$ cat config.mk
export PLATFORM = sky130hd
export DESIGN_NAME = memory_stage_lsu
export DESIGN_NICKNAME = d
export VERILOG_FILES = /design/src/rtl/memory_stage_lsu.sv
export SDC_FILE = /design/constraint.sdc
export NUM_CORES = 1
export LEC_CHECK = 0
export BUFFER_PORTS_ARGS = -buffer_cell sky130_fd_sc_hd__clkbuf_2
export CORE_AREA = 2 2 82 84
export CTS_BUF_LIST = sky130_fd_sc_hd__clkbuf_16
export DETAILED_ROUTE_END_ITERATION = 8
export DIE_AREA = 0 0 84 86
export GPL_TIMING_DRIVEN = 0
export PLACE_DENSITY = 0.7
export RECOVER_POWER = 50
export SYNTH_ARGS = -nofsm -noshare
export SYNTH_HDL_FRONTEND = slang
export SYNTH_SLANG_ARGS = --single-unit
$ cat constraint.sdc
create_clock -name clk -period 3.35 [get_ports clk]
set_clock_uncertainty 0.05 [all_clocks]
set_input_delay 0.67 -clock clk [delete_from_list [all_inputs] [get_ports clk]]
set_output_delay 0.67 -clock clk [all_outputs]
set_load 0.01 [all_outputs]
$ cat src/rtl/memory_stage_lsu.sv
// Memory-stage load/store unit: formats B/H/W loads and stores onto a ready-handshaked
// data bus and stalls the pipeline while an access is outstanding. Optional macro: MISALIGN_TRAP_EN.
module memory_stage_lsu #(
    parameter int TIMEOUT = 16
) (
    input  logic        clk,
    input  logic        reset_n,
    input  logic [31:0] ALUResultM,
    input  logic [31:0] WriteDataM,
    input  logic        MemWriteM,
    input  logic [1:0]  ResultSrcM,
    input  logic [2:0]  Funct3M,
    output logic        dmem_req,
    output logic        dmem_we,
    output logic [31:0] dmem_addr,
    output logic [3:0]  dmem_be,
    output logic [31:0] dmem_wdata,
    input  logic        dmem_ready,
    input  logic [31:0] dmem_rdata,
    output logic [31:0] ReadDataM,
    output logic        StallM,
    output logic        BusErrM,
    output logic        MisalignM,
    output logic        fsm_state
);

    // Bus handshake: a transfer completes in any cycle where dmem_req and dmem_ready
    // are both high; request fields stay valid because upstream stages are stalled.
    localparam int CW = $clog2(TIMEOUT + 1);

    typedef enum logic {
        S_IDLE = 1'b0,
        S_WAIT = 1'b1
    } state_t;

    state_t        state, next_state;
    logic [CW-1:0] cnt, cnt_next;

    logic [1:0]  a;
    logic        is_load, access, eff_load, is_b, is_h, unsigned_ld, misalign;
    logic [3:0]  be;
    logic [31:0] wdata, load_val;
    logic [7:0]  ld_byte;
    logic [15:0] ld_half;

    assign a           = ALUResultM[1:0];
    assign is_load     = (ResultSrcM == 2'b01);
    assign access      = MemWriteM | is_load;
    assign eff_load    = is_load & ~MemWriteM;
    assign is_b        = (Funct3M[1:0] == 2'b00);
    assign is_h        = (Funct3M[1:0] == 2'b01);
    assign unsigned_ld = Funct3M[2];

`ifdef MISALIGN_TRAP_EN
    assign misalign = access & ((is_h & a[0]) | (~is_b & ~is_h & (a != 2'b00)));
`else
    assign misalign = 1'b0;
`endif

    always_comb begin
        be    = 4'b1111;
        wdata = WriteDataM;
        if (is_b) begin
            be    = 4'b0001 << a;
            wdata = {4{WriteDataM[7:0]}};
        end else if (is_h) begin
            be    = 4'b0011 << {a[1], 1'b0};
            wdata = {2{WriteDataM[15:0]}};
        end
    end

    always_comb begin
        case (a)
            2'd0:    ld_byte = dmem_rdata[7:0];
            2'd1:    ld_byte = dmem_rdata[15:8];
            2'd2:    ld_byte = dmem_rdata[23:16];
            default: ld_byte = dmem_rdata[31:24];
        endcase
        ld_half = a[1] ? dmem_rdata[31:16] : dmem_rdata[15:0];
        if (is_b)
            load_val = {{24{~unsigned_ld & ld_byte[7]}}, ld_byte};
        else if (is_h)
            load_val = {{16{~unsigned_ld & ld_half[15]}}, ld_half};
        else
            load_val = dmem_rdata;
    end

    always_ff @(posedge clk or negedge reset_n) begin
        if (!reset_n) begin
            state <= S_IDLE;
            cnt   <= '0;
        end else begin
            state <= next_state;
            cnt   <= cnt_next;
        end
    end

    assign fsm_state = state;

    always_comb begin
        next_state = state;
        cnt_next   = cnt;
        dmem_req   = 1'b0;
        dmem_we    = 1'b0;
        dmem_addr  = '0;
        dmem_be    = '0;
        dmem_wdata = '0;
        ReadDataM  = '0;
        StallM     = 1'b0;
        BusErrM    = 1'b0;
        MisalignM  = 1'b0;
        // Every output stays at zero while reset is asserted, even mid-access.
        if (reset_n) begin
            dmem_addr = {ALUResultM[31:2], 2'b00};
            case (state)
                S_IDLE: begin
                    if (access && misalign) begin
                        MisalignM = 1'b1;
                    end else if (access) begin
                        dmem_req   = 1'b1;
                        dmem_we    = MemWriteM;
                        dmem_be    = be;
                        dmem_wdata = wdata;
                        if (dmem_ready) begin
                            ReadDataM = eff_load ? load_val : 32'd0;
                        end else begin
                            StallM     = 1'b1;
                            cnt_next   = CW'(1);
                            next_state = S_WAIT;
                        end
                    end
                end
                S_WAIT: begin
                    if (cnt == CW'(TIMEOUT)) begin
                        // Error cycle: a late ready is deliberately ignored.
                        BusErrM    = 1'b1;
                        cnt_next   = '0;
                        next_state = S_IDLE;
                    end else begin
                        dmem_req   = 1'b1;
                        dmem_we    = MemWriteM;
                        dmem_be    = be;
                        dmem_wdata = wdata;
                        if (dmem_ready) begin
                            ReadDataM  = eff_load ? load_val : 32'd0;
                            cnt_next   = '0;
                            next_state = S_IDLE;
                        end else begin
                            StallM   = 1'b1;
                            cnt_next = cnt + CW'(1);
                        end
                    end
                end
                default: next_state = S_IDLE;
            endcase
        end
    end

endmodule
==> results of run 1 <==
==> worst reg2reg max path: cells and delay by family, from the launching register on <==
| family | cells | cell delay (ps) |
|---|---|---|
| AOI/OAI and AO/OA | 1 | 130 |
| adders and majority gates | 1 | 130 |
| buffers and inverters | 2 | 490 |
| DFF | 1 | 410 |
| and+or+nand+nor | 3 | 670 |
==> final cells by class <==
class / instances / area share
clock buffers: 3 / 0.0238
well taps: 77 / 0.0306
flip-flops and latches: 6 / 0.0477
repair buffers: 205 / 0.320
inverters: 31 / 0.0370
multi-input cells: 246 / 0.491
plain buffers: 28 / 0.0501
==> kinds of logic after synthesis <==
logic type	after synthesis	synth area share
AOI/OAI and AO/OA	95	0.318
other	1	0.00190
and+or+nand+nor	120	0.320
adders and majority gates	2	0.0127
buffers and inverters	59	0.140
muxes	25	0.127
DFF	6	0.0762
xor gates and xnor gates	1	0.00445
==> sequential cells by signal, summed over array words and instances, names as in the netlist <==
register   flops
fsm_state      1
cnt            5
==> stage by stage <==
step	hold WS, ps	total power (uW)	utilization
after global routing	237	703	0.501
final	224	656	0.501
after global placement	468	460	0.494
after floorplan	324	296	-
after detailed placement	468	466	0.494
after CTS	227	663	0.506
==> routing by layer <==
layer / share of wire / global-route usage / vias to the layer above
met4: 0.013 / 0.0469 / 0
met1: 0.41 / 0.289 / 1396
met5: 0 / 0 / -
met3: 0.081 / 0.0404 / 11
li1: - / - / 1505
met2: 0.50 / 0.407 / 153
==> synthesized netlist by cell type (all sizes together) (6+ instances only) <==
cell,number
nand2,26
o22ai,9
buf,19
nor2,31
clkbuf,9
o21ai,7
mux2i,25
a21oi,45
and2,38
dfrtp,6
nor3,9
a221oi,22
inv,31
==> final timing paths <==
kind	slack (ps)	to	from	depth (start not counted)
setup / recovery	260	ReadDataM[21]	reset_n	8
hold / removal	220	fsm_state	reset_n	1
setup reg to reg	1330	fsm_state	cnt[0]	7
hold reg to reg	510	cnt[4]	cnt[4]	1
max in group asynchronous	2860	cnt[3]	reset_n	1
min in group clk	510	cnt[4]	cnt[4]	1
==> power groups by stage <==
stage	Sequential, uW	Clock (uW)	Combinational, uW
after floorplan	87.4	0	208
after global placement	87.6	0	373
after detailed placement	87.9	0	378
after CTS	87.1	196	380
after global routing	88.9	200	415
final	87.0	194	375
==> impl_metrics.toml, run 1 <==
[die]
core_um2 = 6280
num_rows = 29
start_util = 0.314
die_w_um = 84
die_y_um = 86
die_area_um2 = 7220
ios = 211

[power]
p_leak_uw = 0.00179
powerDensity_nw_per_um2 = 208
internal-power_uw = 396
vdd_drop_max_mv = 0.380
power_frac_seq = 0.133
p_comb_frac = 0.572
clockPowerShare = 0.296
switching_share = 0.396
switchingPower_uw = 260

[clocking]
clock_tree.root_cell = "clkbuf_16"
clock_path_buffers = 2
cts_buffers = 3
cts_tree = "built"
clock-sinks = 6
cts_max_level = 1
clkLatencyLatePin_ps = 230
postCtsHoldBufs = 0
ctsResizeCount = 0
path_clk_slew_ps = 30
post_cts_buffers = 0

[global_route]
gr-usage-all-layers = 0.228
grt_pass1_vias = 2843
grt_start_max_net_pins = 11
antenna_found_initial = 0
overflow = 0
grt_first_pass_wirelength_mm = 13.7

[worst_setup_path]
path_class = "input pin to primary output"
crit_top_cell = "clkbuf_2"
critPathBufInv = 4
crit_path_end_kind = "primary output"
worstPathArrival_ps = 2370
crit_family = "compound AO/OA/AOI/OAI gates"
worst_ep_required_time_ps = 2630
path_cells = "clkbuf_2, buf_4, nand4b_1, a211oi_2, o211ai_2, buf_6, a21oi_1, clkbuf_2"
max_stage_delay_ps = 360
start_kind = "input pin"
slowest_stage = "a211oi_2"
critPathMaxFanout = 10

[detailed_routing]
avgViaCountPerCell = 5.14
num_vias = 3065
route.detailed.drc = 0
drtPass1Iterations = 4
drtIter0Drc = 125
wire_per_inst_um = 14.9
ant_nets = 0
wirelength_mm = 8.88

[yosys]
syn_area_um2 = 1970
syn_area_per_cell_um2 = 6.37
synthFlopType = "dfrtp_1"
synth_edf_count = 0
synth_area_leaders = "mux2i_1 13%, and2_1 12%, a21oi_1 11%"
yosysTopAreaCell = "mux2i_1"
yosysWarnings = 0
synth_top_cell_area_share = 0.127
yosysSeqAreaShare = 0.0762
syn_inst = 309
async_reset_ff_frac = 1.00
ys_seq_elements = 6
synth_cell_types = 43

[run]
drv_cap = 0

[worst_hold_path]
min_path_type = "input pin to async pin"

[final_layout]
regArea_um2 = 150
instances_no_fill = 596
diodes = 0
multi_input_area_um2 = 1550
fillCellCount = 651
final_cell_mix = "189 x clkbuf_2, 44 x a21oi_1, 31 x inv_1"
fin_area_um2 = 3150
nNetsFinal = 628
syn_to_final_growth_pct = 59.8
mostFrequentLayoutCell = "clkbuf_2"
drive_gt1_frac = 0.418

[timing]
setup_tns_ps = 0
slew-limit-headroom = 0.531
slew_violations = 0
setup_viol = 0
final.period_utilization = 0.921
min_period_ps = 3090
worst_pin_slew_ps = 693
finalWorstSetupSlack_ps = 264
rsz0062_at_grt = "no"
fmax_mhz = 324
hold_viol_final = 0

[outcome]
outcome = "complete, no violations"

[place]
postPlaceCellArea_um2 = 3100
hpwl_mm = 7.26
gp_congestion = 0.879
dp_cells = 593
io_buffers = 205
dp_slack_ps = 253
Power figures use the tool's default switching activity.
==> run 2, diff against run 1 <==
--- a/config.mk
+++ b/config.mk
@@ -13,6 +13,7 @@
 export GPL_TIMING_DRIVEN = 0
 export PLACE_DENSITY = 0.7
 export RECOVER_POWER = 50
+export REMOVE_ABC_BUFFERS = 1
 export SYNTH_ARGS = -nofsm -noshare
 export SYNTH_HDL_FRONTEND = slang
 export SYNTH_SLANG_ARGS = --single-unit
==> constraint.sdc (replaced) <==
create_clock -name clk -period 3.5 [get_ports clk]
set_clock_uncertainty 0.05 [all_clocks]
set_input_delay 0.7 -clock clk [delete_from_list [all_inputs] [get_ports clk]]
set_output_delay 0.7 -clock clk [all_outputs]
set_load 0.01 [all_outputs]
==> run 2 against run 1 <==
Compared with the run above:
- total power decreased by 6.9%
- via count decreased by 4.7%
- utilization decreased by 2.1 points
- clock-buffer cell count unchanged
- largest cell class unchanged
==> impl_metrics.toml, run 2 (synthesis results as in run 1) <==
[detailed_routing]
wl_met3_um = 505
wirelength_mm = 8.12
drtIter0Drc = 124
detailroute.wirelength.met2_mm = 3.98
route.detailed.drc = 0
wire_per_inst_um = 14.2
num_vias = 2920
ant_nets = 0
avgViaCountPerCell = 5.12
top_layer = "met4"
met1_length_mm = 3.52
drtPass1Iterations = 4

[final_layout]
largest_reg_flops = 5
mostFrequentLayoutCell = "clkbuf_2"
nNetsFinal = 602
final_cell_mix = "174 x clkbuf_2, 44 x a21oi_1, 30 x inv_1, 30 x nor2_1, 30 x clkbuf_1"
fin_area_um2 = 3020
diodes = 0
drive_gt1_frac = 0.385
syn_to_final_growth_pct = 53.2
top_register = "cnt"
utilization = 0.481
instances_no_fill = 570

[power]
total_power_uw = 610
vdd_drop_max_mv = 0.156
powerDensity_nw_per_um2 = 202
switching_share = 0.399
internal-power_uw = 367
power_frac_seq = 0.142
p_leak_uw = 0.00167
clockPowerShare = 0.309
switchingPower_uw = 244
p_comb_frac = 0.549

[clocking]
clkLatencyLatePin_ps = 230
clock_path_buffers = 2
post_cts_buffers = 0
path_clk_slew_ps = 40
cts_tree = "built"
clock_tree.root_cell = "clkbuf_16"
cts_max_level = 1
cts_buffers = 3
postCtsHoldBufs = 0
clock-sinks = 6

[die]
die_w_um = 84
num_rows = 29
ios = 211
die_y_um = 86
die_area_um2 = 7220
start_util = 0.314
core_um2 = 6280

[worst_setup_path]
worst_ep_required_time_ps = 2750
path_class = "input pin to primary output"
max_stage_delay_ps = 610
critPathBufInv = 2
worstPathArrival_ps = 2650
critPathMaxFanout = 59
crit_family = "buffers and inverters"
slowest_stage = "nand2b_1"
path_cells = "clkbuf_4, nand2b_1, o22ai_1, a221oi_1, clkbuf_2"
cp_num_cells = 5
worst-r2r-cell-count = 7
crit_path_end_kind = "primary output"
start_kind = "input pin"

[global_route]
grt_pass1_vias = 2649
grt_first_pass_wirelength_mm = 12.8
antenna_found_initial = 0
grt_start_max_net_pins = 60
gr-usage-all-layers = 0.210
overflow = 0

[timing]
fmax_mhz = 294
slew_violations = 0
setup_viol = 0
worst_pin_slew_ps = 743
final.period_utilization = 0.973
hold_viol_final = 0
min_period_ps = 3400
rsz0062_at_grt = "no"
slew-limit-headroom = 0.498

[place]
hpwl_mm = 6.14
postPlaceCellArea_um2 = 2950
dp_cells = 567
gp_congestion = 0.830
io_buffers = 207

[run]
drv_cap = 0

[worst_hold_path]
min_path_type = "input pin to async pin"

[outcome]
outcome = "complete, no violations"
[run 2: metrics by stage]
stage          setup slack, ps  hold slack (ps)  TNS [ps]
3_3_place_gp              -382              475     -8600
3_5_place_dp              -442              484    -10650
4_1_cts                   70.1              438         0
2_1_floorplan              902              354         0
5_1_grt                   24.2              472         0
6_report                  96.1              438         0
[run 2: final timing paths]
check                      slack (ps)             to       start
max                               100  ReadDataM[13]  Funct3M[1]
min                               440      fsm_state     reset_n
max reg2reg                      1340         cnt[0]      cnt[0]
min reg2reg                       490         cnt[4]      cnt[4]
max in group asynchronous        2570         cnt[3]     reset_n
min in group clk                  490         cnt[4]      cnt[4]
[run 2: cell type report]
cell class | count | area (um2)
fill | 660 | 3260
multi-input combinational | 246 | 1580
timing repair buffer | 207 | 1000
sequential | 6 | 150
inverter | 31 | 116
tap | 77 | 96.3
clock buffer | 3 | 75.1
[run 2: what timing repair did]
item / 4_1_cts / 5_1_grt
setup endpoints to repair: 40 / 37
gates cloned: 0 / 0
gates resized for setup: 2 / 6
[run 2: power groups by stage]
| stage | Clock, uW | Combinational [uW] | Sequential (uW) |
|---|---|---|---|
| final | 189 | 335 | 86.4 |
| after global routing | 193 | 371 | 88.0 |
| after CTS | 189 | 339 | 86.2 |
| after detailed placement | 0 | 337 | 86.8 |
| after global placement | 0 | 330 | 86.4 |
| after floorplan | 0 | 161 | 85.5 |
[run 2: metal layers]
| metal | up-vias | global-route usage |
|---|---|---|
| li1 | 1453 | - |
| met1 | 1330 | 0.273 |
| met2 | 128 | 0.372 |
| met3 | 9 | 0.0212 |
| met4 | 0 | 0.0528 |
| met5 | - | 0 |
